<file path="src/rtl/mux_stream_rr.sv">
// mux_stream_rr: NCH-way valid/ready stream multiplexer with one registered
// output stage. The channel is chosen either directly by sel or by a
// round-robin arbiter whose pointer survives mode changes.
module mux_stream_rr #(
    parameter  int WIDTH = 4,
    parameter  int NCH   = 4,
    localparam int SELW  = $clog2(NCH)
) (
    input  logic                   clk,
    input  logic                   rst,
    input  logic                   mode,
    input  logic [SELW-1:0]        sel,
    input  logic [NCH*WIDTH-1:0]   in_data,
    input  logic [NCH-1:0]         in_valid,
    output logic [NCH-1:0]         in_ready,
    output logic [WIDTH-1:0]       out_data,
    output logic [SELW-1:0]        out_ch,
    output logic                   out_valid,
    input  logic                   out_ready
);

    typedef enum logic {
        MODE_DIRECT = 1'b0,
        MODE_RR     = 1'b1
    } mode_e;

    localparam logic [SELW:0] NCH_W = (SELW + 1)'(NCH);

    mode_e              mode_s;
    logic               load_en;
    logic               dir_ok;
    logic               rr_hi_found;
    logic               rr_lo_found;
    logic [SELW-1:0]    rr_hi_idx;
    logic [SELW-1:0]    rr_lo_idx;
    logic               grant_ok;
    logic [SELW-1:0]    grant;
    logic [NCH-1:0]     grant_oh;
    logic [WIDTH-1:0]   grant_data;
    logic               xfer;

    logic [WIDTH-1:0]   out_data_q,  out_data_d;
    logic [SELW-1:0]    out_ch_q,    out_ch_d;
    logic               out_valid_q, out_valid_d;
    logic [SELW-1:0]    last_q,      last_d;

    assign mode_s  = mode_e'(mode);
    assign load_en = !out_valid_q || out_ready;
    assign dir_ok  = ({1'b0, sel} < NCH_W);

    // Round-robin search split into two ascending scans: channels above the
    // pointer first, then wrap to channels at or below it. Equivalent to the
    // modulo walk last+1, last+2, ... without a variable rotate.
    always_comb begin
        rr_hi_found = 1'b0;
        rr_lo_found = 1'b0;
        rr_hi_idx   = '0;
        rr_lo_idx   = '0;
        for (int unsigned i = 0; i < NCH; i++) begin
            if (in_valid[i]) begin
                if (SELW'(i) > last_q) begin
                    if (!rr_hi_found) begin
                        rr_hi_found = 1'b1;
                        rr_hi_idx   = SELW'(i);
                    end
                end else begin
                    if (!rr_lo_found) begin
                        rr_lo_found = 1'b1;
                        rr_lo_idx   = SELW'(i);
                    end
                end
            end
        end
    end

    // Pick the granted channel for the active mode.
    always_comb begin
        grant    = '0;
        grant_ok = 1'b0;
        if (mode_s == MODE_RR) begin
            grant_ok = rr_hi_found || rr_lo_found;
            grant    = rr_hi_found ? rr_hi_idx : rr_lo_idx;
        end else begin
            grant_ok = dir_ok;
            grant    = sel;
        end
    end

    // One-hot grant and the data word of the granted channel.
    always_comb begin
        grant_oh   = '0;
        grant_data = '0;
        for (int unsigned i = 0; i < NCH; i++) begin
            if (grant_ok && (grant == SELW'(i))) begin
                grant_oh[i] = 1'b1;
                grant_data  = in_data[i*WIDTH +: WIDTH];
            end
        end
    end

    // Ready is withheld during reset so no producer sees a handshake that
    // the reset is about to discard.
    assign in_ready = (load_en && !rst) ? grant_oh : '0;
    assign xfer     = |(in_ready & in_valid);

    // Next state of the output register and the round-robin pointer.
    always_comb begin
        out_data_d  = out_data_q;
        out_ch_d    = out_ch_q;
        out_valid_d = out_valid_q;
        last_d      = last_q;
        if (xfer) begin
            out_data_d  = grant_data;
            out_ch_d    = grant;
            out_valid_d = 1'b1;
            if (mode_s == MODE_RR) begin
                last_d = grant;
            end
        end else if (out_valid_q && out_ready) begin
            out_valid_d = 1'b0;
        end
    end

    // State registers with synchronous reset; pointer resets so ch0 wins first.
    always_ff @(posedge clk) begin
        if (rst) begin
            out_data_q  <= '0;
            out_ch_q    <= '0;
            out_valid_q <= 1'b0;
            last_q      <= SELW'(NCH - 1);
        end else begin
            out_data_q  <= out_data_d;
            out_ch_q    <= out_ch_d;
            out_valid_q <= out_valid_d;
            last_q      <= last_d;
        end
    end

    assign out_data  = out_data_q;
    assign out_ch    = out_ch_q;
    assign out_valid = out_valid_q;

endmodule

</file>
<file path="config.mk">
export PLATFORM = sky130hd
export DESIGN_NAME = mux_stream_rr
export DESIGN_NICKNAME = d
export VERILOG_FILES = /design/src/rtl/mux_stream_rr.sv
export SDC_FILE = /design/constraint.sdc
export NUM_CORES = 1
export LEC_CHECK = 0
export CAP_MARGIN = 0
export CORE_UTILIZATION = 41
export CTS_BUF_LIST = sky130_fd_sc_hd__clkbuf_4
export DETAILED_ROUTE_END_ITERATION = 10
export GPL_ROUTABILITY_DRIVEN = 1
export PLACE_DENSITY_LB_ADDON = 0.2
export SYNTH_ARGS = -nofsm -noshare
export SYNTH_HDL_FRONTEND = slang
export SYNTH_SLANG_ARGS = --single-unit
</file>
<file path="constraint.sdc">
create_clock -name clk -period 2.72 [get_ports clk]
set_clock_uncertainty 0.1 [all_clocks]
set_input_delay 0.272 -clock clk [delete_from_list [all_inputs] [get_ports clk]]
set_output_delay 0.272 -clock clk [all_outputs]
set_load 0.02 [all_outputs]
</file>
# [Word-level counts from Yosys, hierarchy flattened]
# Cells that the tools add are included.
[word_totals] output_inout_bits=11 reg_bits=9 word_cells=74
[op_classes] bitwise_logic=1 reduce_logical=14 n_eq_ne=3 order_cmp=4 n_mux=48
[op_table] operator="$mux W1" count=29
[op_table] operator="$mux W2" count=14
[op_table] operator="$mux W4" count=5
[op_table] operator="$logic_and A1 B1 Y1" count=6
[op_table] operator="$and A4 B4 Y4" count=1
[op_table] operator="$eq A2 B2 Y1 const B" count=2
[op_table] operator="$gt A1 B2 Y1 const A" count=2
[op_table] operator="$gt A2 B2 Y1 const A" count=2
[op_table] operator="$reduce_or A4 Y1" count=1
[op_table] operator="$eq A2 B1 Y1 const B" count=1
[op_table] operator="$logic_not A1 Y1" count=2
[op_table] operator="$logic_not A2 Y1" count=1
[op_table] operator="$logic_or A1 B1 Y1" count=2
[op_table] operator="$reduce_and A2 Y1" count=1
[op_table] operator="$reduce_bool A2 Y1" count=1

# [Logic depth before layout (Yosys ltp)]
[depth] word_depth=21 ltp_mapped=8 depth_no_buf=6

# [Least setup slack after synthesis]
# Ideal clock, no wire load.
[synth_timing] path_kind="flip-flop to flip-flop" from="register last_q[1]" to="register out_data_q[2], in the netlist out_data[2]" required_ps=2495 synth_period_minus_slack_ps=1978 path_stages_with_launch=9 setup_slack_ps=742 arrival_ps=1753 cell_sequence="dfxtp_1 buf_2 mux2i_1 o221a_2 a21oi_4 buf_6 mux2_1 a22oi_1 a211oi_2"
[synth_between] elab_chain_cells=20
[synth_lines] item="start: declaration" line_no="45" rtl="logic [SELW-1:0] last_q, last_d;"
[synth_lines] item="start signal: assignment" line_no="130" rtl="last_q <= SELW'(NCH - 1);"
[synth_lines] item="start signal: assignment" line_no="135" rtl="last_q <= last_d;"
[synth_lines] item="$gt A1 B2 Y1" line_no="61" rtl="if (SELW'(i) > last_q) begin"
[synth_lines] item="$mux W1" line_no="61"
[synth_lines] item="$mux W1" line_no="60" rtl="if (in_valid[i]) begin"
[synth_lines] item="$mux W1 (on tied branches)" line_no="67, 62"
[synth_lines] item="$mux W1" line_no="61"
[synth_lines] item="$mux W1" line_no="60"
[synth_lines] item="$mux W2 (on tied branches)" line_no="67, 62"
[synth_lines] item="$mux W2" line_no="61"
[synth_lines] item="(+4 left out)"
[synth_lines] item="$mux W2" line_no="82" rtl="grant = rr_hi_found ? rr_hi_idx : rr_lo_idx;"
[synth_lines] item="$mux W2" line_no="80" rtl="if (mode_s == MODE_RR) begin"
[synth_lines] item="$eq A2 B1 Y1, or another cell as far along" line_no="94" rtl="if (grant_ok && (grant == SELW'(i))) begin"
[synth_lines] item="$logic_and A1 B1 Y1" line_no="94"
[synth_lines] item="$mux W1 / $mux W4 (equally long branches)" line_no="94"
[synth_lines] item="$mux W4 (on tied branches)" line_no="103, 94"
[synth_lines] item="$and A4 B4 Y4 / $mux W4 (equally long branches)" line_no="104, 94"
[synth_lines] item="$reduce_or A4 Y1 / $mux W4 (equally long branches)" line_no="104, 94"
[synth_lines] item="end signal: assignment" line_no="132" rtl="out_data_q <= out_data_d;"
[synth_lines] item="end: declaration" line_no="42" rtl="logic [WIDTH-1:0] out_data_q, out_data_d;"
# Parallel ways exist; a longest one is shown, timed or not.
# A chain may end at the register's enable or synchronous reset.

# [Worst setup path after layout]
[layout_timing] from="register last_q[0]" to="output port in_ready[2]"
[layout_between] elab_chain_cells=18
[layout_lines] item="$gt A1 B2 Y1" line_no="61"
[layout_lines] item="$mux W1" line_no="61"
[layout_lines] item="$mux W1" line_no="60"
[layout_lines] item="$mux W1 (on tied branches)" line_no="67, 62"
[layout_lines] item="$mux W1" line_no="61"
[layout_lines] item="$mux W1" line_no="60"
[layout_lines] item="$mux W2 (on tied branches)" line_no="67, 62"
[layout_lines] item="$mux W2" line_no="61"
[layout_lines] item="(+2 left out)"
[layout_lines] item="$mux W2" line_no="61"
[layout_lines] item="$mux W2" line_no="60"
[layout_lines] item="$mux W2" line_no="82"
[layout_lines] item="$mux W2" line_no="80"
[layout_lines] item="$eq A2 B2 Y1" line_no="94"
[layout_lines] item="$logic_and A1 B1 Y1 (*)" line_no="94"
[layout_lines] item="$mux W1 (*)" line_no="94"
[layout_lines] item="$mux W4 (*)" line_no="103" rtl="assign in_ready = (load_en && !rst) ? grant_oh : '0;"
[layout_lines] item="end: declaration" line_no="15" rtl="output logic [NCH-1:0] in_ready,"
# Every way passes the cells marked *; elsewhere a longest branch is shown, timed or not.

==> results_tabular.tex <==
\begin{tabular}{lr}
\hline
Metric & Value \\
\hline
\multicolumn{2}{l}{\textbf{Worst setup path}} \\
\quad Largest driver fanout on the critical path & 5 \\
\quad Worst setup SP type & flop \\
\quad Signal arrival time at the worst endpoint & around 2.3 ns \\
\quad Required time of the worst setup path & between 2 and 2.5 ns \\
\quad Reg-to-reg slack, setup & approximately 0.4 ns \\
\quad Worst setup EP type & output pin \\
\quad Ordered list of cells on the worst path & mux2i\_1 > o41ai\_2 > buf\_4 > o211ai\_1 > nor2\_1 > clkdlybuf4s50\_1 \\
\quad Length in cells of the worst reg-to-reg path & 9 \\
\quad Max stage delay cell, worst path & sky130\_fd\_sc\_hd\_\_clkdlybuf4s50\_1 \\
\quad Max incr delay on CP & slightly above 0.6 ns \\
\quad Crit path kind & flop to output pin \\
\multicolumn{2}{l}{\textbf{Placed design}} \\
\quad Placed cell count & about 150 \\
\quad Half-perimeter wire length of the detailed placement result & between 1.5 and 2 mm \\
\quad Placer congestion estimate & 0.916 \\
\quad Number of port buffers & 36 \\
\multicolumn{2}{l}{\textbf{Global route}} \\
\quad Global-route wire length before repair & about 3.4 mm \\
\quad Via count of the first global-routing pass & around 800 \\
\quad Leftover overflow at the end of global routing & 0 \\
\quad Overall fraction of global-route tracks in use & 23.4\% \\
\quad Initial antenna violation count & 0 \\
\quad Largest net degree at the start of global routing & 9 \\
\multicolumn{2}{l}{\textbf{Cells and area}} \\
\quad Layout filler cell count & about 150 \\
\quad Most frequent cells in the layout & sky130\_fd\_sc\_hd\_\_clkdlybuf4s50\_1, sky130\_fd\_sc\_hd\_\_buf\_4, sky130\_fd\_sc\_hd\_\_dfxtp\_1 \\
\quad Layout cells sized above 1 & 25.2\% \\
\quad Commonest non-fill, non-tap cell in the layout & sky130\_fd\_sc\_hd\_\_clkdlybuf4s50\_1 \\
\quad Number of nets at the end of the flow & 162 \\
\quad Antenna diode count & 0 \\
\quad Final cell count without fillers & between 150 and 200 \\
\quad Final Core Density & 72.5\% \\
\quad Area Growth Syn to Fin & 65.4\% \\
\multicolumn{2}{l}{\textbf{Floorplanning}} \\
\quad Die Width & between 40 and 50 um \\
\quad Initial standard-cell utilization of the core & a little over two fifths \\
\quad Height of the chip & $\sim$45 um \\
\quad DIE AREA & around 2000 um2 \\
\quad Number of top-level design ports & 37 \\
\quad Standard-cell row count & 15 \\
\quad Core area & between 1500 and 2000 um2 \\
\multicolumn{2}{l}{\textbf{Yosys}} \\
\quad Net count after synthesis & 112 \\
\quad Multiplexer fraction of the synthesized cell area & 15.7\% \\
\quad Share of synthesized cell area in and, or, nand and nor gates & 23.5\% \\
\quad Cell Area, Synth & roughly 770 um2 \\
\quad Number of synthesized flops with an enable pin & 0 \\
\quad Largest family of logic cells by synthesized area & compound AO/OA/AOI/OAI gates \\
\quad Area share of fa/ha/maj cells after synthesis & 0\% \\
\quad Sequential fraction of the synthesis area & 23.5\% \\
\quad Share of synthesized registers carrying an async set or reset & 0\% \\
\quad Distinct cell type count after synthesis & 38 \\
\quad Post-synth top area cell & sky130\_fd\_sc\_hd\_\_dfxtp\_1 \\
\quad Post-synthesis share of cell area spent on xor and xnor gates & 0\% \\
\quad Count of mapped cells out of synthesis & 86 \\
\quad Post-Synthesis Mean Instance Area & just under 9 um2 \\
\quad Warning count from the yosys run & 0 \\
\quad Cells taking the most area after synthesis & sky130\_fd\_sc\_hd\_\_dfxtp\_1, sky130\_fd\_sc\_hd\_\_mux2\_2, sky130\_fd\_sc\_hd\_\_a211oi\_2 \\
\quad Number of synthesized register bits & 9 \\
\quad Fraction of synthesized cell area taken by the top area cell type & between 20\% and 30\% \\
\quad Top\_reg\_cell synth & sky130\_fd\_sc\_hd\_\_dfxtp\_1 \\
\quad Area fraction in compound gates after synthesis & around a third \\
\multicolumn{2}{l}{\textbf{STA}} \\
\quad Pin slew with the least headroom to its limit & 0.410 ns \\
\quad Achievable Freq & between 0.3 and 0.4 GHz \\
\quad RSZ-0062 raised after global routing & no \\
\quad Max-Slew Margin vs Limit & between 70\% and 80\% \\
\quad Ratio of final minimum period to clock period & a little over nine tenths \\
\quad Final critical delay including setup and external delays & around 2.6 ns \\
\quad Sum of negative setup slack & 0 ns \\
\quad Total count of max-transition violations in the final report & 0 \\
\quad Number of endpoints with negative hold slack in the final report & 0 \\
\quad Final count of negative-setup-slack endpoints & 0 \\
\multicolumn{2}{l}{\textbf{Clock tree}} \\
\quad \# hold bufs at CTS & 0 \\
\quad Clk root buf & sky130\_fd\_sc\_hd\_\_clkbuf\_4 \\
\quad Register clock-pin slew on the reported worst setup and hold paths & around 0.07 ns \\
\quad Clock tree from TritonCTS & done \\
\quad Clock latency on the worst-skew pair & 0.26 ns \\
\quad TritonCTS buffer count & 3 \\
\quad Clock sink total & 9 \\
\quad Max H-tree Level & 1 \\
\quad Clock Tree Buf Depth & 2 \\
\multicolumn{2}{l}{\textbf{Hold path}} \\
\quad Hold WC Path Type & flop to flop \\
\quad Worst Hold Depth & 2 \\
\multicolumn{2}{l}{\textbf{Power}} \\
\quad Power density over the cells & between 400 and 500 nW/um2 \\
\quad Switching fraction of total power & between 30 and 40\% \\
\quad Part of the total power dissipated in combinational logic & roughly half \\
\quad Relative contribution of sequential cells to total power & between 30\% and 40\% \\
\quad Clock power share & 20.2\% \\
\quad Static leakage & between 0.5 and 0.6 nW \\
\quad Peak supply drop & 0.000343 V \\
\quad Sw Pwr & approximately 0.17 mW \\
\quad Internal cell power & about 0.34 mW \\
\multicolumn{2}{l}{\textbf{Drt}} \\
\quad DR iter-0 viols & 15 \\
\quad Aggregate routed wire length & between 2 and 2.5 mm \\
\quad Via-per-instance ratio & 5.40 \\
\quad Wirelength per Cell & about 14 um \\
\quad \# DRC & 0 \\
\quad DR pass1 iterations & 4 \\
\quad Detailed-route via count & around 860 \\
\quad Detail Route Antenna Nets & 0 \\
\multicolumn{2}{l}{\textbf{Run status}} \\
\quad Result of the run & finished clean \\
\multicolumn{2}{l}{\textbf{Flow run}} \\
\quad Reported max-cap violation count & 0 \\
\hline
\end{tabular}
==> layout make-up <==
class                      count  area [um2]  area share [%]
sequential                     9         180            14.2
inverter                       3        11.3           0.889
multi-input combinational     71         559            44.2
tap                           25        31.3            2.47
clock buffer                   3        22.5            1.78
clock inverter                 1        5.00           0.395
timing repair buffer          48         457            36.1
==> layer usage <==
metal | up-vias | part of all wire, % | GRT usage [%]
met3 | 9 | 5.2 | 1.20
met5 | - | 0 | 0
met1 | 394 | 44 | 30.2
met2 | 32 | 47 | 38.8
met4 | 0 | 3.4 | 12.7
li1 | 429 | - | -
==> logic make-up after synthesis <==
family,after synthesis
mux,11
compound gates,27
buf+inv,6
simple gates,33
flops,9
==> worst max-delay path: cells and delay by family (launching register included) <==
kind,cells,cell delay [ns]
AND/OR/NAND/NOR,1,0.12
multiplexers,1,0.13
flip-flops,1,0.41
AO/OA/AOI/OAI,2,0.55
buffers and inverters,2,0.80
==> cell usage after synthesis (2+ instances only) <==
cell,number
sky130_fd_sc_hd__a211oi_2,4
sky130_fd_sc_hd__a22oi_1,5
sky130_fd_sc_hd__and2_1,2
sky130_fd_sc_hd__and3_1,2
sky130_fd_sc_hd__dfxtp_1,9
sky130_fd_sc_hd__inv_1,3
sky130_fd_sc_hd__mux2_1,3
sky130_fd_sc_hd__mux2_2,5
sky130_fd_sc_hd__mux2i_1,3
sky130_fd_sc_hd__nand2_1,2
sky130_fd_sc_hd__nand2b_1,5
sky130_fd_sc_hd__nand3_1,3
sky130_fd_sc_hd__nor2_1,7
sky130_fd_sc_hd__nor3_1,5
sky130_fd_sc_hd__o21a_1,4
sky130_fd_sc_hd__o21ai_0,2
==> registers in the layout, indices dropped and copies added (netlist names) <==
name / cells
out_data: 4
last_q: 2
out_ch: 2
out_valid: 1
==> power by group through the flow <==
stage / Sequential, mW / Clock (mW) / Combinational [mW]
2_1_floorplan: 0.173 / 0 / 0.118
3_3_place_gp: 0.161 / 0 / 0.236
3_5_place_dp: 0.161 / 0 / 0.241
4_1_cts: 0.158 / 0.107 / 0.243
5_1_grt: 0.160 / 0.114 / 0.263
6_report: 0.158 / 0.103 / 0.247
==> repair_timing <==
item                                    in CTS  in global routing
setup buffers                                1                  1
endpoints found under the setup margin       4                  4
pin swaps                                    1                  1
resized for setup                            2                  5
==> worst paths after layout <==
| path | startpoint | endpoint |
|---|---|---|
| worst min-delay path | out_ch[0] | out_ch[0] |
| worst max register to register | last_q[0] | out_data[0] |
| worst min register to register | out_ch[0] | out_ch[0] |
| worst max-delay path | last_q[0] | in_ready[2] |
==> stage by stage <==
step | hold slack [ns] | instance area, um2 | power, mW | worst slack (ns)
after floorplan | 0.237 | 766 | 0.291 | 0.742
after global placement | 0.352 | 1210 | 0.397 | -0.00101
after detailed placement | 0.345 | 1210 | 0.402 | -0.0787
after CTS | 0.365 | 1240 | 0.509 | 0.0159
after global routing | 0.382 | 1270 | 0.537 | 0.0230
final | 0.363 | 1270 | 0.508 | 0.0909
(Power assumes the default switching activity.)
